==> src/rtl/vga_timing_gen_win_if.sv <==
// vga_timing_gen_win_if: video timing and frame-buffer read-window bundle.
//   master (timing generator) drives, slave (display / FIFO side) observes:
//     hsync, vsync      - sync pulses, polarity set by the generator
//     blank_n, de       - high inside the active area (de is a DVI copy)
//     rd_req            - frame-buffer read request inside the read window
//     rd_x, rd_y        - window-relative coordinate of the current rd_req
//     frame_start       - one-cycle pulse at h=0, v=0
//     line_start        - one-cycle pulse at h=0
// None of these carry valid/ready semantics: every signal is a registered,
// free-running strobe or level; the consumer cannot stall the generator.
`timescale 1ns/1ps
interface vga_timing_gen_win_if #(
  parameter int CW = 12
);
  logic          hsync;
  logic          vsync;
  logic          blank_n;
  logic          de;
  logic          rd_req;
  logic [CW-1:0] rd_x;
  logic [CW-1:0] rd_y;
  logic          frame_start;
  logic          line_start;

  modport master (
    output hsync, vsync, blank_n, de, rd_req, rd_x, rd_y, frame_start, line_start
  );

  modport slave (
    input hsync, vsync, blank_n, de, rd_req, rd_x, rd_y, frame_start, line_start
  );
endinterface

==> src/rtl/vga_timing_gen_win.sv <==
// vga_timing_gen_win: parametrised VGA/DVI timing generator with a read
// window inside the active area.
//   pixel_clk  - pixel clock
//   nreset     - synchronous reset, active-high (despite the name)
//   enable     - counting enable; 0 freezes counters and the alignment pipe
//   ext_vsync  - genlock input (only with VGA_TIMING_GENLOCK_EN defined)
//   vid        - vga_timing_gen_win_if.master: syncs, blank/de, read window
// Optional feature macro: VGA_TIMING_GENLOCK_EN (external vsync genlock).
// Latency: rd_req/rd_x/rd_y/frame_start/line_start are 1 cycle after the
// count; hsync/vsync/blank_n/de are 1+PIPE_DLY cycles after the count.
`timescale 1ns/1ps
module vga_timing_gen_win #(
  parameter int CW       = 12,
  parameter int H_ACTIVE = 1024,
  parameter int H_FP     = 24,
  parameter int H_SYNC   = 136,
  parameter int H_BP     = 160,
  parameter int V_ACTIVE = 768,
  parameter int V_FP     = 3,
  parameter int V_SYNC   = 6,
  parameter int V_BP     = 29,
  parameter int HS_POL   = 0,
  parameter int VS_POL   = 0,
  parameter int WIN_X0   = 192,
  parameter int WIN_Y0   = 128,
  parameter int WIN_W    = 640,
  parameter int WIN_H    = 512,
  parameter int PIPE_DLY = 2
) (
  input  logic                 pixel_clk,
  input  logic                 nreset,
  input  logic                 enable,
`ifdef VGA_TIMING_GENLOCK_EN
  input  logic                 ext_vsync,
`endif
  vga_timing_gen_win_if.master vid
);

  localparam int H_TOTAL = H_ACTIVE + H_FP + H_SYNC + H_BP;
  localparam int V_TOTAL = V_ACTIVE + V_FP + V_SYNC + V_BP;

  // Window edges clipped to the active area so oversized windows stay legal.
  localparam int WX0_I = (WIN_X0 > H_ACTIVE) ? H_ACTIVE : WIN_X0;
  localparam int WY0_I = (WIN_Y0 > V_ACTIVE) ? V_ACTIVE : WIN_Y0;
  localparam int WX1_I = (WIN_X0 + WIN_W > H_ACTIVE) ? H_ACTIVE : WIN_X0 + WIN_W;
  localparam int WY1_I = (WIN_Y0 + WIN_H > V_ACTIVE) ? V_ACTIVE : WIN_Y0 + WIN_H;

  localparam logic [CW-1:0] H_LAST   = CW'(H_TOTAL - 1);
  localparam logic [CW-1:0] V_LAST   = CW'(V_TOTAL - 1);
  localparam logic [CW-1:0] H_ACT    = CW'(H_ACTIVE);
  localparam logic [CW-1:0] V_ACT    = CW'(V_ACTIVE);
  localparam logic [CW-1:0] HS_START = CW'(H_ACTIVE + H_FP);
  localparam logic [CW-1:0] HS_END   = CW'(H_ACTIVE + H_FP + H_SYNC);
  localparam logic [CW-1:0] VS_START = CW'(V_ACTIVE + V_FP);
  localparam logic [CW-1:0] VS_END   = CW'(V_ACTIVE + V_FP + V_SYNC);
  localparam logic [CW-1:0] WX0      = CW'(WX0_I);
  localparam logic [CW-1:0] WY0      = CW'(WY0_I);
  localparam logic [CW-1:0] WX1      = CW'(WX1_I);
  localparam logic [CW-1:0] WY1      = CW'(WY1_I);

  localparam logic HS_ON = (HS_POL != 0);
  localparam logic VS_ON = (VS_POL != 0);

  generate
    if ((H_TOTAL - 1 >= (1 << CW)) || (V_TOTAL - 1 >= (1 << CW))) begin : g_bad_cw
      $error("vga_timing_gen_win: CW too narrow for H_TOTAL-1 / V_TOTAL-1");
    end
    if ((PIPE_DLY < 0) || (PIPE_DLY > 15)) begin : g_bad_dly
      $error("vga_timing_gen_win: PIPE_DLY must be 0..15");
    end
  endgenerate

  // Genlock: restart strobe from a synchronised rising edge of ext_vsync.
  logic gl_restart;
`ifdef VGA_TIMING_GENLOCK_EN
  logic [2:0] ext_sync; // [0],[1] synchroniser, [2] edge history
  always_ff @(posedge pixel_clk) begin
    if (nreset) ext_sync <= '0;
    else        ext_sync <= {ext_sync[1:0], ext_vsync};
  end
  assign gl_restart = ext_sync[1] & ~ext_sync[2];
`else
  assign gl_restart = 1'b0;
`endif

  // Raster counters.
  logic [CW-1:0] h_cnt;
  logic [CW-1:0] v_cnt;
  logic          h_wrap;
  logic          v_wrap;

  assign h_wrap = (h_cnt == H_LAST);
  assign v_wrap = (v_cnt == V_LAST);

  always_ff @(posedge pixel_clk) begin
    if (nreset) begin
      h_cnt <= '0;
      v_cnt <= '0;
    end else if (enable) begin
      if (gl_restart) begin
        // Forcing (0,0) is idempotent with a natural wrap, so no double pulse.
        h_cnt <= '0;
        v_cnt <= '0;
      end else begin
        h_cnt <= h_wrap ? '0 : h_cnt + 1'b1;
        if (h_wrap) v_cnt <= v_wrap ? '0 : v_cnt + 1'b1;
      end
    end
  end

  // Decode of the current count.
  logic hs_raw, vs_raw, act, in_win;
  assign hs_raw = (h_cnt >= HS_START) && (h_cnt < HS_END);
  assign vs_raw = (v_cnt >= VS_START) && (v_cnt < VS_END);
  assign act    = (h_cnt < H_ACT) && (v_cnt < V_ACT);
  assign in_win = act && (h_cnt >= WX0) && (h_cnt < WX1) &&
                  (v_cnt >= WY0) && (v_cnt < WY1);

  // Decode register: one cycle after the count.
  logic          hs_d, vs_d, act_d;
  logic          rd_req_q, fs_q, ls_q;
  logic [CW-1:0] rd_x_q, rd_y_q;

  always_ff @(posedge pixel_clk) begin
    if (nreset) begin
      hs_d     <= ~HS_ON;
      vs_d     <= ~VS_ON;
      act_d    <= 1'b0;
      rd_req_q <= 1'b0;
      rd_x_q   <= '0;
      rd_y_q   <= '0;
      fs_q     <= 1'b0;
      ls_q     <= 1'b0;
    end else if (enable) begin
      hs_d     <= hs_raw ? HS_ON : ~HS_ON;
      vs_d     <= vs_raw ? VS_ON : ~VS_ON;
      act_d    <= act;
      rd_req_q <= in_win;
      if (in_win) begin
        rd_x_q <= h_cnt - WX0;
        rd_y_q <= v_cnt - WY0;
      end
      fs_q     <= (h_cnt == '0) && (v_cnt == '0);
      ls_q     <= (h_cnt == '0);
    end else begin
      // Strobes must not repeat while the raster is frozen.
      rd_req_q <= 1'b0;
      fs_q     <= 1'b0;
      ls_q     <= 1'b0;
    end
  end

  // Alignment pipe for the sync/blank group only.
  logic hs_o, vs_o, act_o;
  generate
    if (PIPE_DLY == 0) begin : g_no_pipe
      assign hs_o  = hs_d;
      assign vs_o  = vs_d;
      assign act_o = act_d;
    end else begin : g_pipe
      logic [2:0] pipe_q [PIPE_DLY];
      always_ff @(posedge pixel_clk) begin
        if (nreset) begin
          for (int i = 0; i < PIPE_DLY; i++) pipe_q[i] <= {~HS_ON, ~VS_ON, 1'b0};
        end else if (enable) begin
          pipe_q[0] <= {hs_d, vs_d, act_d};
          for (int i = 1; i < PIPE_DLY; i++) pipe_q[i] <= pipe_q[i-1];
        end
      end
      assign {hs_o, vs_o, act_o} = pipe_q[PIPE_DLY-1];
    end
  endgenerate

  assign vid.hsync       = hs_o;
  assign vid.vsync       = vs_o;
  assign vid.blank_n     = act_o;
  assign vid.de          = act_o;
  assign vid.rd_req      = rd_req_q;
  assign vid.rd_x        = rd_x_q;
  assign vid.rd_y        = rd_y_q;
  assign vid.frame_start = fs_q;
  assign vid.line_start  = ls_q;

endmodule
==> src/flat_wrapper.sv <==
// flat-port wrapper written by rule: the top's interface ports become plain ports
module vga_timing_gen_win_flat 
#(
  parameter int CW       = 12,
  parameter int H_ACTIVE = 1024,
  parameter int H_FP     = 24,
  parameter int H_SYNC   = 136,
  parameter int H_BP     = 160,
  parameter int V_ACTIVE = 768,
  parameter int V_FP     = 3,
  parameter int V_SYNC   = 6,
  parameter int V_BP     = 29,
  parameter int HS_POL   = 0,
  parameter int VS_POL   = 0,
  parameter int WIN_X0   = 192,
  parameter int WIN_Y0   = 128,
  parameter int WIN_W    = 640,
  parameter int WIN_H    = 512,
  parameter int PIPE_DLY = 2
)
  (pixel_clk, nreset, enable, vid_hsync, vid_vsync, vid_blank_n, vid_de, vid_rd_req, vid_rd_x, vid_rd_y, vid_frame_start, vid_line_start);
  vga_timing_gen_win_if #(.CW(CW)) vid_i ();
  input  logic pixel_clk;
  input  logic nreset;
  input  logic enable;
  output wire logic [$bits(vid_i.hsync)-1:0] vid_hsync;
  output wire logic [$bits(vid_i.vsync)-1:0] vid_vsync;
  output wire logic [$bits(vid_i.blank_n)-1:0] vid_blank_n;
  output wire logic [$bits(vid_i.de)-1:0] vid_de;
  output wire logic [$bits(vid_i.rd_req)-1:0] vid_rd_req;
  output wire logic [$bits(vid_i.rd_x)-1:0] vid_rd_x;
  output wire logic [$bits(vid_i.rd_y)-1:0] vid_rd_y;
  output wire logic [$bits(vid_i.frame_start)-1:0] vid_frame_start;
  output wire logic [$bits(vid_i.line_start)-1:0] vid_line_start;
  assign vid_hsync = vid_i.hsync;
  assign vid_vsync = vid_i.vsync;
  assign vid_blank_n = vid_i.blank_n;
  assign vid_de = vid_i.de;
  assign vid_rd_req = vid_i.rd_req;
  assign vid_rd_x = vid_i.rd_x;
  assign vid_rd_y = vid_i.rd_y;
  assign vid_frame_start = vid_i.frame_start;
  assign vid_line_start = vid_i.line_start;
  vga_timing_gen_win #(.CW(CW), .H_ACTIVE(H_ACTIVE), .H_FP(H_FP), .H_SYNC(H_SYNC), .H_BP(H_BP), .V_ACTIVE(V_ACTIVE), .V_FP(V_FP), .V_SYNC(V_SYNC), .V_BP(V_BP), .HS_POL(HS_POL), .VS_POL(VS_POL), .WIN_X0(WIN_X0), .WIN_Y0(WIN_Y0), .WIN_W(WIN_W), .WIN_H(WIN_H), .PIPE_DLY(PIPE_DLY)) u_core (.pixel_clk(pixel_clk), .nreset(nreset), .enable(enable), .vid(vid_i));
endmodule
==> config.mk <==
export PLATFORM = sky130hd
export DESIGN_NAME = vga_timing_gen_win_flat
export DESIGN_NICKNAME = d
export VERILOG_FILES = /design/src/rtl/vga_timing_gen_win_if.sv /design/src/rtl/vga_timing_gen_win.sv /design/src/flat_wrapper.sv
export SDC_FILE = /design/constraint.sdc
export NUM_CORES = 1
export LEC_CHECK = 0
export ABC_AREA = 0
export BUFFER_PORTS_ARGS = -buffer_cell sky130_fd_sc_hd__buf_4
export CORE_ASPECT_RATIO = 0.75
export CORE_MARGIN = 3
export CORE_UTILIZATION = 53
export CTS_BUF_LIST = sky130_fd_sc_hd__clkbuf_4
export DETAILED_ROUTE_END_ITERATION = 10
export GPL_TIMING_DRIVEN = 0
export PLACE_DENSITY = 0.77
export SLEW_MARGIN = 0
export SYNTH_ARGS = -nofsm -noshare
export SYNTH_HDL_FRONTEND = slang
export SYNTH_SLANG_ARGS = --single-unit
==> constraint.sdc <==
create_clock -name pixel_clk -period 3.1 [get_ports pixel_clk]
set_input_delay 0.155 -clock pixel_clk [delete_from_list [all_inputs] [get_ports pixel_clk]]
set_output_delay 0.155 -clock pixel_clk [all_outputs]
set_load 0.01 [all_outputs]
==> results of run 1 <==
==> layer usage <==
layer  vias to the layer above  share of wire  wire, µm  GRT usage
li1                       1359              -         -          -
met1                      1343           0.47      3620      0.325
met2                       105           0.46      3530      0.362
met3                         9          0.066       510     0.0649
met4                         0          0.012        92     0.0832
met5                         -              0         0          0
==> registers in the layout, summed over array words and instances, names as in the netlist <==
register                count
u_core.vid.line_start       1
u_core.act_d                1
u_core.vs_d                 1
u_core.g_pipe.pipe_q        6
u_core.vid.frame_start      1
u_core.hs_d                 1
u_core.v_cnt               12
u_core.vid.rd_y            12
u_core.vid.rd_req           1
u_core.vid.rd_x            12
u_core.h_cnt               12
==> synthesized netlist by cell type (10+ instances only) <==
library cell  instances  area share
nor2_1               17       0.020
o31ai_1              19       0.045
o21ai_0              10       0.016
ha_1                 14       0.055
nand4_1              18       0.036
xnor2_1              14       0.039
nand2_1              16       0.019
buf_2                13       0.021
inv_1                15       0.018
dfxtp_1              54        0.34
nand3_1              13       0.021
a21oi_1              33       0.052
==> worst max-delay path: stages (launching register included) <==
cell and delay, ps:
dfxtp_1 420, inv_1 200, ha_1 260, nand4b_1 170, or4_4 500, buf_2 210
or3_1 350, a21oi_1 140
==> final cells by class <==
cell class	count	area (µm²)
Timing Repair Buffer	32	240
Fill cell	468	1950
Multi-Input combinational cell	238	1650
Tap cell	75	93.8
Inverter	15	56.3
Clock inverter	4	18.8
Buffer	28	205
Clock buffer	11	82.6
Sequential cell	60	1260
==> how the worst min path moves through the flow <==
stage	depth (start not counted)	slack, ps	end	startpoint
floorplan	4	430	u_core.h_cnt[0]	nreset
global placement	2	460	u_core.act_d	u_core.act_d
detailed placement	2	460	u_core.vid.rd_y[6]	u_core.vid.rd_y[6]
CTS	4	50	u_core.h_cnt[0]	nreset
global route	4	70	u_core.h_cnt[0]	nreset
finish	4	70	u_core.h_cnt[0]	nreset
==> stage by stage <==
step / worst slack (ps) / hold slack (ps)
after global routing: 634 / 72.6
after floorplan: 1110 / 434
after global placement: 867 / 459
after detailed placement: 832 / 464
final: 764 / 71.4
after CTS: 790 / 53.0
==> cell usage in the layout (no fill, tap or decap), types with 10 or more instances in the layout <==
cell      netlist  final
buf_4           1     33
buf_2          13     13
nor2_1         17     17
dfxtp_1        54     54
a21oi_1        33     33
o21ai_0        10     10
o31ai_1        19     19
nand2_1        16     16
inv_1          15     15
nand4_1        18     18
nand3_1        13     13
ha_1           14     14
clkbuf_4        1     12
xnor2_1        14     14
==> where the power goes <==
group	switching, mW	internal [mW]
Combinational	0.0406	0.0220
Sequential	0.00642	0.789
Clock	0.278	0.172
Total	0.325	0.983
==> logic make-up (layout without fill, tap and decap cells) <==
family,after synthesis,in the layout,synth area share
flip-flops,60,60,0.398
AND/OR/NAND/NOR,116,116,0.221
adder cells (fa/ha/maj),14,14,0.0553
AO/OA/AOI/OAI,91,91,0.196
buffers and inverters,43,90,0.0825
XOR/XNOR,17,17,0.0470
==> impl_metrics.ini, run 1 <==
[finish]
drive_gt1_frac = 0.214
syn_to_final_growth_pct = 13.7
antenna_cells = 0
finalNetCount = 401
final_cell_area_um2 = 3600
fin_util = 0.649
layout.cells.non_filler = 463

[clocking]
clock_path_buffers = 2
cts_buffers = 9
clkSinkCount = 60
insertion_delay_ps = 420
cts_root_buf = clkbuf_4
ctsResizeCount = 0
holdBufCountCts = 0
path_clk_slew_ps = 100
cts_setup_buffers = 0
cts_tree = done
htree_levels = 3

[die]
die-area_um2 = 6950
die_h_um = 73.0
io_pins = 34
num_rows = 23
initial_utilization = 0.571
core-area_um2 = 5550
die_w_um = 95.3

[yosys]
ys.flop_type = dfxtp_1
synthesis.instances = 341
synth_fp_nets = 358
synth_cell_types = 54
syn_area_um2 = 3170
syn_avg_cell_area_um2 = 9.29
yosys_register_bits = 60
synth-async-reset-ratio = 0
synth-edff-count = 6
ys_seq_area_frac = 0.398
yosys_warnings = 0

[run]
max_cap_violations = 0

[detailed_routing]
via_count = 2816
drt_iter0_drc = 237
ant_nets = 0
drcViolationCount = 0
dr.pass1.iters = 5
vias_per_cell = 6.08
wl_per_cell_um = 16.7
wl_mm = 7.75

[timing]
rsz0062_at_grt = false
fmax_ghz = 0.428
skew_ps = 14.4
slew_viol_final = 0
worst_slew_pin_slew_ps = 661
tns_ps = 0
relSlewSlack = 0.556
setup_viol = 0
min_period_ps = 2340
fin_crit_sh = 0.754
hold_viol = 0

[global_routing]
grt_remaining_overflow = 0
antenna_found_initial = 0
grt_max_degree = 11
grt_pass1_wl_mm = 12.6
track_usage = 0.238
grt_pass1_vias = 2576

[place]
dpl_cell_area_um2 = 3500
io_buffers = 32
place_congestion = 0.907
place_inst = 448
dp_hpwl_mm = 5.54

[critical_path]
rr_worst_depth = 7
crit_end = u_core.v_cnt[4]
rr_endpoint = u_core.v_cnt[4]
critical_path.startpoint = u_core.h_cnt[6]
crit_type = flop to flop
crit_fanout = 10
critPathCaptureType = flop
r2r_setup_slack_ps = 760
crit_arrival_ps = 2690
worstReg2RegStart = u_core.h_cnt[6]
cp-start-kind = flop
critPathRequiredTime_ps = 3450

[worst_hold_path]
hold_path.class = input pin to flop

[outcome]
status = completed

[power]
power_mw = 1.31
power_density_nw_per_um2 = 363
leakage_nw = 1.29
ir_drop_mv = 0.205
Power figures use the tool's default switching activity.
==> run 2: changes to the inputs <==
--- a/config.mk
+++ b/config.mk
@@ -5,7 +5,7 @@
 export SDC_FILE = /design/constraint.sdc
 export NUM_CORES = 1
 export LEC_CHECK = 0
-export ABC_AREA = 0
+export ABC_AREA = 1
 export BUFFER_PORTS_ARGS = -buffer_cell sky130_fd_sc_hd__buf_4
 export CORE_ASPECT_RATIO = 0.75
 export CORE_MARGIN = 3
==> constraint.sdc (replaced) <==
create_clock -name pixel_clk -period 2.2 [get_ports pixel_clk]
set_input_delay 0.11 -clock pixel_clk [delete_from_list [all_inputs] [get_ports pixel_clk]]
set_output_delay 0.11 -clock pixel_clk [all_outputs]
set_load 0.01 [all_outputs]
==> impl_metrics.ini, run 2 <==
[outcome]
status = completed

[yosys]
syn_avg_cell_area_um2 = 7.38
yosys-top-cells-count = 89 x nand2_1, 79 x nor2_1, 54 x dfxtp_1
synth_cell_types = 35
ys.flop_type = dfxtp_1
synth-edff-count = 6
synth_top_area_frac = 0.329
synth.most_common_cell = nand2_1
yosys_register_bits = 60
synthesis.instances = 446
synth-async-reset-ratio = 0
synthTopCellsByArea = dfxtp_1 33%, nand2_1 10%, nor2_1 9.0%
yosys_warnings = 0
synth_fp_nets = 463
synth_top_area_cell = dfxtp_1
syn_area_um2 = 3290
ys_seq_area_frac = 0.383

[power]
leakage_nw = 1.69
ir_drop_mv = 0.326
power_density_nw_per_um2 = 554
power_mw = 2.09

[global_routing]
antenna_found_initial = 0
grt_remaining_overflow = 0
grt_max_degree = 12
track_usage = 0.230
grt_pass1_vias = 2714
grt_pass1_wl_mm = 13.2

[timing]
slew_viol_final = 0
setup_viol = 0
fmax_ghz = 0.522
tns_ps = 0
rsz0062_at_grt = false
worst_slew_pin_slew_ps = 446
min_period_ps = 1910
fin_crit_sh = 0.870
skew_ps = 16.2
fin_ws_ps = 285
relSlewSlack = 0.703
hold_viol = 0

[critical_path]
rr_endpoint = u_core.v_cnt[9]
crit_slowest_cell = dfxtp_1
crit_family = simple AND/OR/NAND/NOR gates
cp-start-kind = flop
crit_type = flop to flop
slowest_delay_ps = 400
rr_worst_depth = 9
critPathCaptureType = flop
path_buf_inv = 2
crit_arrival_ps = 2230
crit_fanout = 10
worstReg2RegStart = u_core.h_cnt[6]
critPathRequiredTime_ps = 2520
crit_path_cell_trace = inv_1 -> ha_1 -> nand3_1 -> nor2_1 -> nand2_2 -> nand2_2 -> nand2_1 -> inv_1 -> nor2_1
worst-path-stages = 9
r2r_setup_slack_ps = 290

[run]
max_cap_violations = 0

[clocking]
cts_buffers = 9
htree_levels = 3
cts_root_buf = clkbuf_4
cts_tree = done
clock_path_buffers = 2
path_clk_slew_ps = 100
cts_setup_buffers = 0
ctsResizeCount = 0
holdBufCountCts = 0
clkSinkCount = 60
insertion_delay_ps = 420

[finish]
register_area_um2 = 1260
finalNetCount = 505
syn_to_final_growth_pct = 14.8
multiInputGateArea_um2 = 1740
antenna_cells = 0
mostFrequentLayoutCells = 89 x nand2_1, 79 x nor2_1, 54 x dfxtp_1, 39 x inv_1, 36 x buf_4
fillers = 523
fin_util = 0.639
layout.cells.non_filler = 571
drive_gt1_frac = 0.205
final_common_cell = nand2_1

[die]
die-area_um2 = 7200
die_w_um = 97.0
num_rows = 24
initial_utilization = 0.556
io_pins = 34
core-area_um2 = 5920
die_h_um = 74.2

[detailed_routing]
wl_met2_mm = 3.10
via_count = 3019
dr_wl_met3_um = 602
top_layer_used = met4
vias_per_cell = 5.29
ant_nets = 0
wl_per_cell_um = 13.5
wl_mm = 7.70
drt_iter0_drc = 264
wl_met1_mm = 3.90
drcViolationCount = 0
dr.pass1.iters = 5

[place]
place_inst = 555
place_congestion = 0.924
io_buffers = 31
dp_hpwl_mm = 6.00
place_ws_ps = 341

[worst_hold_path]
min_delay_worst_endpoint = u_core.v_cnt[7]
whs_path_depth = 2
hp-start = nreset
hold_path.class = input pin to flop
## run 2: cell types whose count changed after synthesis, moves of 8 or more
cell	delta
nand4_1	+13
nor2_1	+62
nor2_2	+15
nor4_1	-8
o31ai_1	-19
xnor2_1	-13
inv_1	+24
nand2_1	+73
nand3_1	+21
buf_2	-8
a21oi_1	-23
nor3_1	+8
## run 2: worst max-delay path by stage
stage | from | endpoint | slack (ps)
6_report | u_core.h_cnt[6] | u_core.v_cnt[9] | 290
5_1_grt | u_core.h_cnt[7] | u_core.v_cnt[9] | 110
4_1_cts | u_core.h_cnt[6] | u_core.v_cnt[9] | 310
3_5_place_dp | u_core.h_cnt[6] | u_core.v_cnt[8] | 340
3_3_place_gp | u_core.h_cnt[7] | u_core.v_cnt[3] | 340
2_1_floorplan | u_core.h_cnt[7] | u_core.vid.rd_x[10] | 660
## run 2: final cells by class
type	instances	area share
Buffer	18	0.0354
Clock buffer	9	0.0179
Clock inverter	7	0.0238
Inverter	41	0.0407
Multi-Input combinational cell	327	0.461
Sequential cell	60	0.334
Tap cell	78	0.0258
Timing Repair Buffer	31	0.0616
## run 2: power breakdown
part	internal (mW)	switching, mW
logic	0.0303	0.0606
clock network	0.456	0.429
registers	1.11	0.00471
total	1.60	0.495
## run 2: metal layers
layer	vias to the layer above	GRT usage
met5	-	0
met1	1362	0.327
li1	1533	-
met3	14	0.0722
met2	110	0.338
met4	0	0.0654
## run 2: kinds of logic (layout without fill, tap and decap cells)
family                     Yosys count  after routing  synth area share
and+or+nand+nor                    282            282             0.418
DFF                                 60             60             0.383
buffers and inverters               59            106            0.0875
AOI/OAI and AO/OA                   26             26            0.0445
adders and majority gates           14             14            0.0533
xor gates and xnor gates             5              5            0.0133
## run 2: stage by stage
step / hold slack (ps) / area (µm²)
floorplan: 365 / 3290
global placement: 444 / 3620
detailed placement: 459 / 3620
CTS: 10.4 / 3780
global route: 27.3 / 3780
finish: 26.6 / 3780
